[config.mk]
export PLATFORM = sky130hd
export DESIGN_NAME = buffer_write_controller_ifmap
export DESIGN_NICKNAME = d
export VERILOG_FILES = /design/src/rtl/buffer_write_controller_ifmap.sv
export SDC_FILE = /design/constraint.sdc
export NUM_CORES = 1
export LEC_CHECK = 0
export CAP_MARGIN = 10
export CORE_MARGIN = 1
export CORE_UTILIZATION = 40
export CTS_CLUSTER_DIAMETER = 30
export DETAILED_ROUTE_END_ITERATION = 12
export PLACE_DENSITY = 0.68
export SLEW_MARGIN = 20
export SYNTH_ARGS = -nofsm -noshare
export SYNTH_HDL_FRONTEND = slang
export SYNTH_SLANG_ARGS = --single-unit
[constraint.sdc]
create_clock -name clk -period 3.4 [get_ports clk]
set_clock_uncertainty 0.15 [all_clocks]
set_input_delay 0.51 -clock clk [delete_from_list [all_inputs] [get_ports clk]]
set_output_delay 0.51 -clock clk [all_outputs]
set_load 0.02 [all_outputs]
[src/rtl/buffer_write_controller_ifmap.sv]
// Streams a row-major IFMap region from memory into a FIFO,
// tagging each word with start/end-of-row flags.
module buffer_write_controller_ifmap #(
  parameter int DATA_WIDTH = 3,
  parameter int ADDR_WIDTH = 4,
  parameter int LEN_WIDTH  = 3
) (
  input  logic                  clk,
  input  logic                  rst,
  input  logic                  init,
  input  logic                  clr,
  input  logic [ADDR_WIDTH-1:0] base_addr,
  input  logic [LEN_WIDTH-1:0]  row_len,
  input  logic [LEN_WIDTH-1:0]  num_rows,
  output logic                  mem_ren,
  output logic [ADDR_WIDTH-1:0] mem_raddr,
  input  logic [DATA_WIDTH-1:0] mem_rdata,
  input  logic                  ready,
  output logic                  wen_buf,
  output logic [DATA_WIDTH+1:0] buf_din,
  output logic                  busy,
  output logic                  done
);

  typedef enum logic [1:0] {
    IDLE,
    READ,
    PUSH,
    DONE
  } state_t;

  state_t state, state_nx;

  logic [ADDR_WIDTH-1:0] addr, addr_nx;
  logic [LEN_WIDTH-1:0]  col, col_nx;
  logic [LEN_WIDTH-1:0]  row, row_nx;
  logic [LEN_WIDTH-1:0]  len_q, len_nx;
  logic [LEN_WIDTH-1:0]  rows_q, rows_nx;
  logic                  col_last;
  logic                  row_last;

  assign col_last = (col == len_q - LEN_WIDTH'(1));
  assign row_last = (row == rows_q - LEN_WIDTH'(1));

  always_ff @(posedge clk or negedge rst) begin
    if (!rst) begin
      state  <= IDLE;
      addr   <= '0;
      col    <= '0;
      row    <= '0;
      len_q  <= '0;
      rows_q <= '0;
    end else begin
      state  <= state_nx;
      addr   <= addr_nx;
      col    <= col_nx;
      row    <= row_nx;
      len_q  <= len_nx;
      rows_q <= rows_nx;
    end
  end

  always_comb begin
    state_nx  = state;
    addr_nx   = addr;
    col_nx    = col;
    row_nx    = row;
    len_nx    = len_q;
    rows_nx   = rows_q;
    mem_ren   = 1'b0;
    mem_raddr = addr;
    wen_buf   = 1'b0;
    buf_din   = '0;
    busy      = 1'b0;
    done      = 1'b0;

    unique case (state)
      IDLE: begin
        mem_raddr = '0;
        if (init && !clr) begin
          addr_nx = base_addr;
          len_nx  = row_len;
          rows_nx = num_rows;
          col_nx  = '0;
          row_nx  = '0;
          if (row_len == '0 || num_rows == '0)
            state_nx = DONE;
          else
            state_nx = READ;
        end
      end
      READ: begin
        busy     = 1'b1;
        mem_ren  = 1'b1;
        state_nx = PUSH;
      end
      PUSH: begin
        busy    = 1'b1;
        buf_din = {col == '0, col_last, mem_rdata};
        wen_buf = ready;
        if (ready) begin
          if (col_last && row_last) begin
            state_nx = DONE;
          end else begin
            // prefetch next word so one word is pushed per cycle
            addr_nx   = addr + ADDR_WIDTH'(1);
            mem_ren   = 1'b1;
            mem_raddr = addr_nx;
            if (col_last) begin
              col_nx = '0;
              row_nx = row + LEN_WIDTH'(1);
            end else begin
              col_nx = col + LEN_WIDTH'(1);
            end
          end
        end
      end
      DONE: begin
        done     = 1'b1;
        state_nx = IDLE;
      end
    endcase

    if (clr) begin
      state_nx = IDLE;
      wen_buf  = 1'b0;
      mem_ren  = 1'b0;
      done     = 1'b0;
    end
  end

endmodule
-- Word level (Yosys, flattened, before mapping)
Cells that the tools add are included.
- register bits: 18
- output and inout bits: 13
- add/sub/neg operators: 5
- reductions and logical operators: 15
- equality and inequality tests: 12
- mux-type cells: 30
- operators by type and width (operator ; number):
    $mux 3 ; 7
    $pmux 4 s2 ; 2
    $mux 4 ; 3
    $pmux 3 s2 ; 2
    $mux 2 ; 5
    $logic_not 3->1 ; 3
    $ne 3x3->1 const B ; 3
    $mux 1 ; 8
    $ne 2x2->1 const B ; 4
    $pmux 2 s4 ; 1
    $add 3x1->3 const B ; 2
    $eq 3x3->1 ; 2
    $sub 3x1->3 const B ; 2
    $mux 5 ; 1
    $reduce_and 5->1 ; 1
    $add 4x1->4 const B ; 1
    $eq 2x2->1 const B ; 2
    $reduce_and 2->1 ; 2
    $reduce_and 4->1 ; 1
    $reduce_and 3->1 ; 1
    $eq 2x1->1 const B ; 1
    $logic_and 1x1->1 ; 2
    $logic_not 2->1 ; 1
    $pmux 1 s2 ; 1
    other kinds (4) ; 4

-- Longest topological paths before layout
Gate-level depths: netlist of run 1.
- depth in word-level cells: 7
- depth in mapped cells: 9
- gate-level depth less buffers: 7

-- Worst setup path before layout of run 1
No wires, ideal clock.
- path type: reg2out
- start: register rows_q[0]
- end: output port mem_raddr[2]
- buffers on the path: 0
- stages on the path, launching flop included: 8
- arrival time: 2.010 ns
- setup slack: 0.730 ns
- cell sequence: dfrtp_1 inv_1 ha_1 xor3_1 nor3_4 a21oi_1 xnor2_1 o21ai_0
- cells in the longest elaborated chain, start to end: 6
- RTL lines (item ; RTL line ; text):
    start, declared ; 38 ; logic [LEN_WIDTH-1:0] rows_q, rows_nx;
    start signal, assigned ; 59 ; rows_q <= rows_nx;
    $sub 3x1->3 ; 43 ; assign row_last = (row == rows_q - LEN_WIDTH'(1));
    $eq 3x3->1 ; 43 ;
    $logic_and 1x1->1 ; 102 ; if (col_last && row_last) begin
    $mux 4 ; 102 ;
    $mux 4 ; 101 ; if (ready) begin
    $pmux 4 s2 ; 77 ; unique case (state)
    end, declared ; 16 ; output logic [ADDR_WIDTH-1:0] mem_raddr,
No other way between the ends.

-- Worst setup path in the final report of run 1
Ends and elaborated chain as after synthesis.

==> run_results.csv, run 1 <==
group,metric,value,unit
clock_network,clk_latency,0.30,ns
detailed_routing,vias_per_cell,5.22,
detailed_routing,routedWlPerCell,13.7,um
floorplan,die_w,61.5,um
clock_network,cts-root-buf,"clkbuf_4",
floorplan,rows,21,
yosys,ys.flop_type,"dfrtp_1",
yosys,syn_inst,148,
worst_setup_path,worst_setup_path_end_kind,"output port",
detailed_routing,wirelength,3100,um
power,power.share.clock,9.3,%
finish,utilization,54.4,%
timing,slew_viol_final,0,
worst_setup_path,cp-start-kind,"flop",
timing,finalCriticalPeriod,3.11,ns
power,combPwrFrac,66.6,%
grt,grt_usage,17.4,%
timing,worstMarginPinSlew,0.836,ns
worst_setup_path,worstPathRequired,2.74,ns
floorplan,pin_count,31,
power,power.switching,0.663,mW
timing,fin_hold_ws,0.370,ns
clock_network,cts_sinks,18,
grt,first_global_vias,1098,
timing,timing.fmax,0.322,GHz
yosys,synth_commonest_cells,"dfrtp_1, nand2_1, ha_1, inv_1",
yosys,ys_seq_area_share,31.8,%
finish,seq_area,450,sq um
yosys,synth_area_leaders,"dfrtp_1, ha_1, mux2_2",
worst_setup_path,path_cells,"inv_1 > ha_1 > xor3_1 > nor3_4 > a21oi_1 > xnor2_1 > o21ai_0 > dlygate4sd2_1",
detailed_routing,final_antenna_net_count,0,
yosys,synth_seq_cells,18,
floorplan,die_area,0.00379,sq mm
yosys,yosys.area.top_type_share,31.8,%
clock_network,holdBufCountCts,0,
placement,port_buffers,30,
worst_setup_path,crit_fanout,4,
finish,num_antenna_cells,0,
finish,fill_cells,340,
placement,dpl.hpwl,2390,um
yosys,synth_edf_count,0,
timing,tns,0,ns
yosys,synth_area,0.00142,sq mm
worst_setup_path,path_class,"reg -> out",
outcome,status,"finished clean",
clock_network,htreeDepth,1,
finish,drive_gt1_share,13.9,%
yosys,synth_cell_types,44,
min_path,hp-class,"reg -> reg",
grt,grt_remaining_overflow,0,
timing,slew_headroom,44.1,%
power,pwr-share-seq,24.1,%
grt,grt_max_degree,19,
clock_network,cts_made_buffers,3,
worst_setup_path,arrival,2.45,ns
clock_network,cts_tree,"done",
timing,rsz0062_at_grt,"no",
power,swShare,45.4,%
detailed_routing,dr.pass1.iters,4,
power,p_leak,0.854,nW
power,irDropWorstVdd,0.000427,V
yosys,yosysTopAreaCell,"dfrtp_1",
finish,finalNetCount,210,
run,drv_cap,0,
clock_network,clock_path_buffers,2,
timing,setup_viol,0,
yosys,async_flop_share,100,%
worst_setup_path,slowest_delay,0.43,ns
placement,gp_congestion,0.799,
detailed_routing,vias,1179,
yosys,synth_most_common_cell,"dfrtp_1",
detailed_routing,dr.first_iter.drc_count,41,
grt,antenna_found_initial,0,
yosys,synth_nets,177,
finish,multiInputGateArea,901,sq um
yosys,syn_area_per_cell,9.58,sq um
clock_network,cts.reportedPaths.clkPinSlew,0.11,ns
yosys,yosysWarnings,0,
worst_setup_path,cpMaxStageDelayCell,"xor3_1",
grt,grt_pass1_wl,4840,um
floorplan,initial_core_util,42.2,%
power,powerDensity,798,mW/mm^2
power,intPower,0.797,mW
detailed_routing,drc,0,
timing,hold_viol_final,0,
timing,fin_crit_sh,91.4,%
floorplan,die_y,61.5,um
finish,area_delta_synth_final,29.0,%
floorplan,core-area,0.00336,sq mm
-- placed cells by master, fill, tap and decap left out, drive strengths merged, types with 3 or more instances in the layout --
master / count
clkdlybuf4s50: 25
dfrtp: 18
nand2: 16
ha: 11
inv: 10
nor2: 9
mux2: 9
a21oi: 8
xnor2: 6
buf: 5
and2: 4
nor3b: 4
mux2i: 4
dlymetal6s2s: 4
nor3: 4
clkbuf: 4
o22ai: 3
o21ai: 3
-- sequential cells by signal, indices dropped and copies added, names as in the netlist --
name,cells
addr,4
col,3
len_q,3
row,3
rows_q,3
state,2
-- repair_timing --
item,4_1_cts,5_1_grt
pin swaps,1,0
setup endpoints to repair,3,4
gates resized for setup,1,4
hold endpoints to repair,0,0
buffers inserted,2,0
-- final cells by class --
cell class | count | share of cell area, %
Multi-Input combinational cell | 113 | 49.2
Sequential cell | 18 | 24.6
Timing Repair Buffer | 35 | 18.9
Tap cell | 46 | 3.15
Inverter | 10 | 2.05
Clock buffer | 4 | 1.98
-- power by group through the flow --
| stage | clock network [mW] | logic [mW] | registers (mW) |
|---|---|---|---|
| finish | 0.135 | 0.973 | 0.352 |
| global route | 0.149 | 1.07 | 0.363 |
| CTS | 0.139 | 0.982 | 0.351 |
| detailed placement | 0 | 0.958 | 0.356 |
| global placement | 0 | 0.929 | 0.351 |
| floorplan | 0 | 0.711 | 0.330 |
-- routing by layer --
layer	up-vias	track usage, %	share of wire, %
met5	-	0	0
met2	22	30.0	50
met3	2	5.46	4.3
met4	0	4.13	0.74
met1	570	21.3	45
li1	585	-	-
-- critical path: cells and delay by family, from the launching register on --
| kind | cells | cell delay (ns) |
|---|---|---|
| adders and majority gates | 1 | 0.14 |
| xor gates and xnor gates | 2 | 0.57 |
| DFF | 1 | 0.42 |
| AOI/OAI and AO/OA | 2 | 0.34 |
| and+or+nand+nor | 1 | 0.25 |
| buffers and inverters | 2 | 0.43 |
-- per-stage QoR --
stage	std cells	setup WS, ns	power [mW]	area (sq um)
after floorplan	148	0.730	1.04	1420
after global placement	220	0.369	1.28	1770
after detailed placement	220	0.256	1.31	1770
after CTS	226	0.0111	1.47	1820
after global routing	226	0.105	1.58	1830
final	226	0.293	1.46	1830
-- cell families after synthesis --
kind of cell / share of synthesized area, %
AO/OA/AOI/OAI: 16.8
XOR/XNOR: 8.21
adder cells (fa/ha/maj): 9.71
buffers and inverters: 4.68
flip-flops: 31.8
multiplexers: 9.97
AND/OR/NAND/NOR: 18.9
-- final timing paths --
kind / startpoint / endpoint / slack (ns) / cells past startpoint
min in group asynchronous: rst / addr[2] / 0.53 / 1
max reg2reg: rows_q[0] / state[1] / 1.03 / 9
min: rows_q[1] / rows_q[1] / 0.37 / 1
max in group asynchronous: rst / len_q[1] / 2.05 / 1
min reg2reg: rows_q[1] / rows_q[1] / 0.37 / 1
max: rows_q[0] / mem_raddr[2] / 0.29 / 8
Power figures use the tool's default switching activity.
==> run 2, diff against run 1 <==
--- a/config.mk
+++ b/config.mk
@@ -11,7 +11,6 @@
 export CTS_CLUSTER_DIAMETER = 30
 export DETAILED_ROUTE_END_ITERATION = 12
 export PLACE_DENSITY = 0.68
-export SLEW_MARGIN = 20
 export SYNTH_ARGS = -nofsm -noshare
 export SYNTH_HDL_FRONTEND = slang
 export SYNTH_SLANG_ARGS = --single-unit
==> results of run 2 <==
No change in the layout: final DEF, timing and power equal those of run 1.
==> run 3, diff against run 2 <==
==> constraint.sdc (replaced) <==
create_clock -name clk -period 3.7 [get_ports clk]
set_clock_uncertainty 0.15 [all_clocks]
set_input_delay 0.555 -clock clk [delete_from_list [all_inputs] [get_ports clk]]
set_output_delay 0.555 -clock clk [all_outputs]
set_load 0.02 [all_outputs]
==> run_results.csv, run 3 (same netlist as run 1, synthesis figures left out) <==
group,metric,value,unit
outcome,status,"finished clean",
worst_setup_path,cp-start-kind,"flop",
finish,drive_gt1_share,11.9,%
placement,dpl_worst_slack,0.536,ns
finish,stdcell_count,222,
detailed_routing,vias_per_cell,5.24,
worst_setup_path,crit_fanout,7,
detailed_routing,vias,1163,
worst_setup_path,arrival,2.79,ns
finish,largest_reg_flops,4,
worst_setup_path,worstPathRequired,2.99,ns
finish,layout_commonest_cell,"clkdlybuf4s50_1",
timing,worstMarginPinSlew,0.874,ns
floorplan,die_w,61.5,um
power,p_total,1.31,mW
clock_network,cts-root-buf,"clkbuf_4",
placement,dpl.hpwl,2220,um
finish,final_cell_mix,"clkdlybuf4s50_1, dfrtp_1, nand2_1",
clock_network,htreeDepth,1,
clock_network,cts_tree,"done",
timing,timing.fmax,0.286,GHz
power,irDropWorstVdd,0.000434,V
placement,port_buffers,30,
detailed_routing,wirelength,3000,um
grt,grt_pass1_wl,4940,um
finish,finalNetCount,206,
min_path,hp-class,"reg -> reg",
floorplan,die_area,0.00379,sq mm
finish,area_delta_synth_final,26.3,%
detailed_routing,routedWlPerCell,13.5,um
timing,fin_crit_sh,94.4,%
finish,multiInputGateArea,901,sq um
grt,grt_max_degree,21,
timing,setup_ws,0.206,ns
timing,slew_viol_final,0,
clock_network,holdBufCountCts,0,
placement,place_inst,218,
clock_network,cts_made_buffers,3,
clock_network,cts-resized-gates,0,
timing,fin_hold_ws,0.369,ns
finish,fill_cells,323,
floorplan,die_y,61.5,um
grt,grt_usage,17.6,%
clock_network,post_cts_buffers,0,
finish,regMostFlops,"addr",
run,drv_cap,0,
timing,setup_viol,0,
clock_network,cts_sinks,18,
detailed_routing,dr.first_iter.drc_count,50,
timing,hold_viol_final,0,
worst_setup_path,path_class,"reg -> out",
clock_network,clock_path_buffers,2,
grt,first_global_vias,1140,
grt,antenna_found_initial,0,
power,p_leak,0.765,nW
timing,finalCriticalPeriod,3.49,ns
power,powerDensity,733,mW/mm^2
finish,num_antenna_cells,0,
detailed_routing,dr.pass1.iters,4,
clock_network,clk_latency,0.30,ns
clock_network,cts.reportedPaths.clkPinSlew,0.10,ns
floorplan,initial_core_util,42.2,%
floorplan,pin_count,31,
detailed_routing,final_antenna_net_count,0,
finish,seq_area,450,sq um
grt,grt_remaining_overflow,0,
timing,slew_headroom,41.5,%
timing,tns,0,ns
floorplan,core-area,0.00336,sq mm
placement,gp_congestion,0.841,
timing,rsz0062_at_grt,"no",
floorplan,rows,21,
detailed_routing,drc,0,
worst_setup_path,worst_setup_path_end_kind,"output port",
run 3: routing by layer:
metal | GRT usage, % | vias to the layer above | share of wire (%)
li1 | - | 580 | -
met1 | 23.7 | 552 | 47
met2 | 29.3 | 26 | 48
met3 | 2.31 | 5 | 3.5
met4 | 5.71 | 0 | 1.5
met5 | 0 | - | 0
run 3: power by group:
group | internal (mW) | switching, mW
clock network | 0.0600 | 0.0638
registers | 0.259 | 0.0634
logic | 0.394 | 0.472
total | 0.714 | 0.599
run 3: through the flow:
step	area [sq um]	util (%)
2_1_floorplan	1420	-
3_3_place_gp	1750	52.2
3_5_place_dp	1750	52.2
4_1_cts	1790	53.2
5_1_grt	1790	53.2
6_report	1790	53.2
run 3: path summary, 6_finish.rpt:
check / slack (ns) / startpoint / to / depth (start not counted)
min: 0.37 / rows_q[1] / rows_q[1] / 1
max: 0.21 / rows_q[0] / mem_raddr[2] / 8
max in group asynchronous: 2.27 / rst / rows_q[1] / 1
min in group asynchronous: 0.59 / rst / col[1] / 1
max reg2reg: 1.00 / state[0] / row[1] / 7
min reg2reg: 0.37 / rows_q[1] / rows_q[1] / 1
run 3: layout make-up:
| cell class | count | share of cell area, % |
|---|---|---|
| Timing Repair Buffer | 31 | 17.2 |
| Inverter | 10 | 2.10 |
| Clock buffer | 4 | 2.03 |
| Multi-Input combinational cell | 113 | 50.3 |
| Tap cell | 46 | 3.21 |
| Sequential cell | 18 | 25.2 |
run 3: worst max-delay path, cell delays in order (launching register included):
cell	delay, ns
dfrtp_1	0.42
inv_1	0.07
ha_1	0.15
xor3_1	0.44
nor3_4	0.29
a21oi_1	0.17
xnor2_1	0.14
o21ai_0	0.18
clkdlybuf4s50_1	0.63
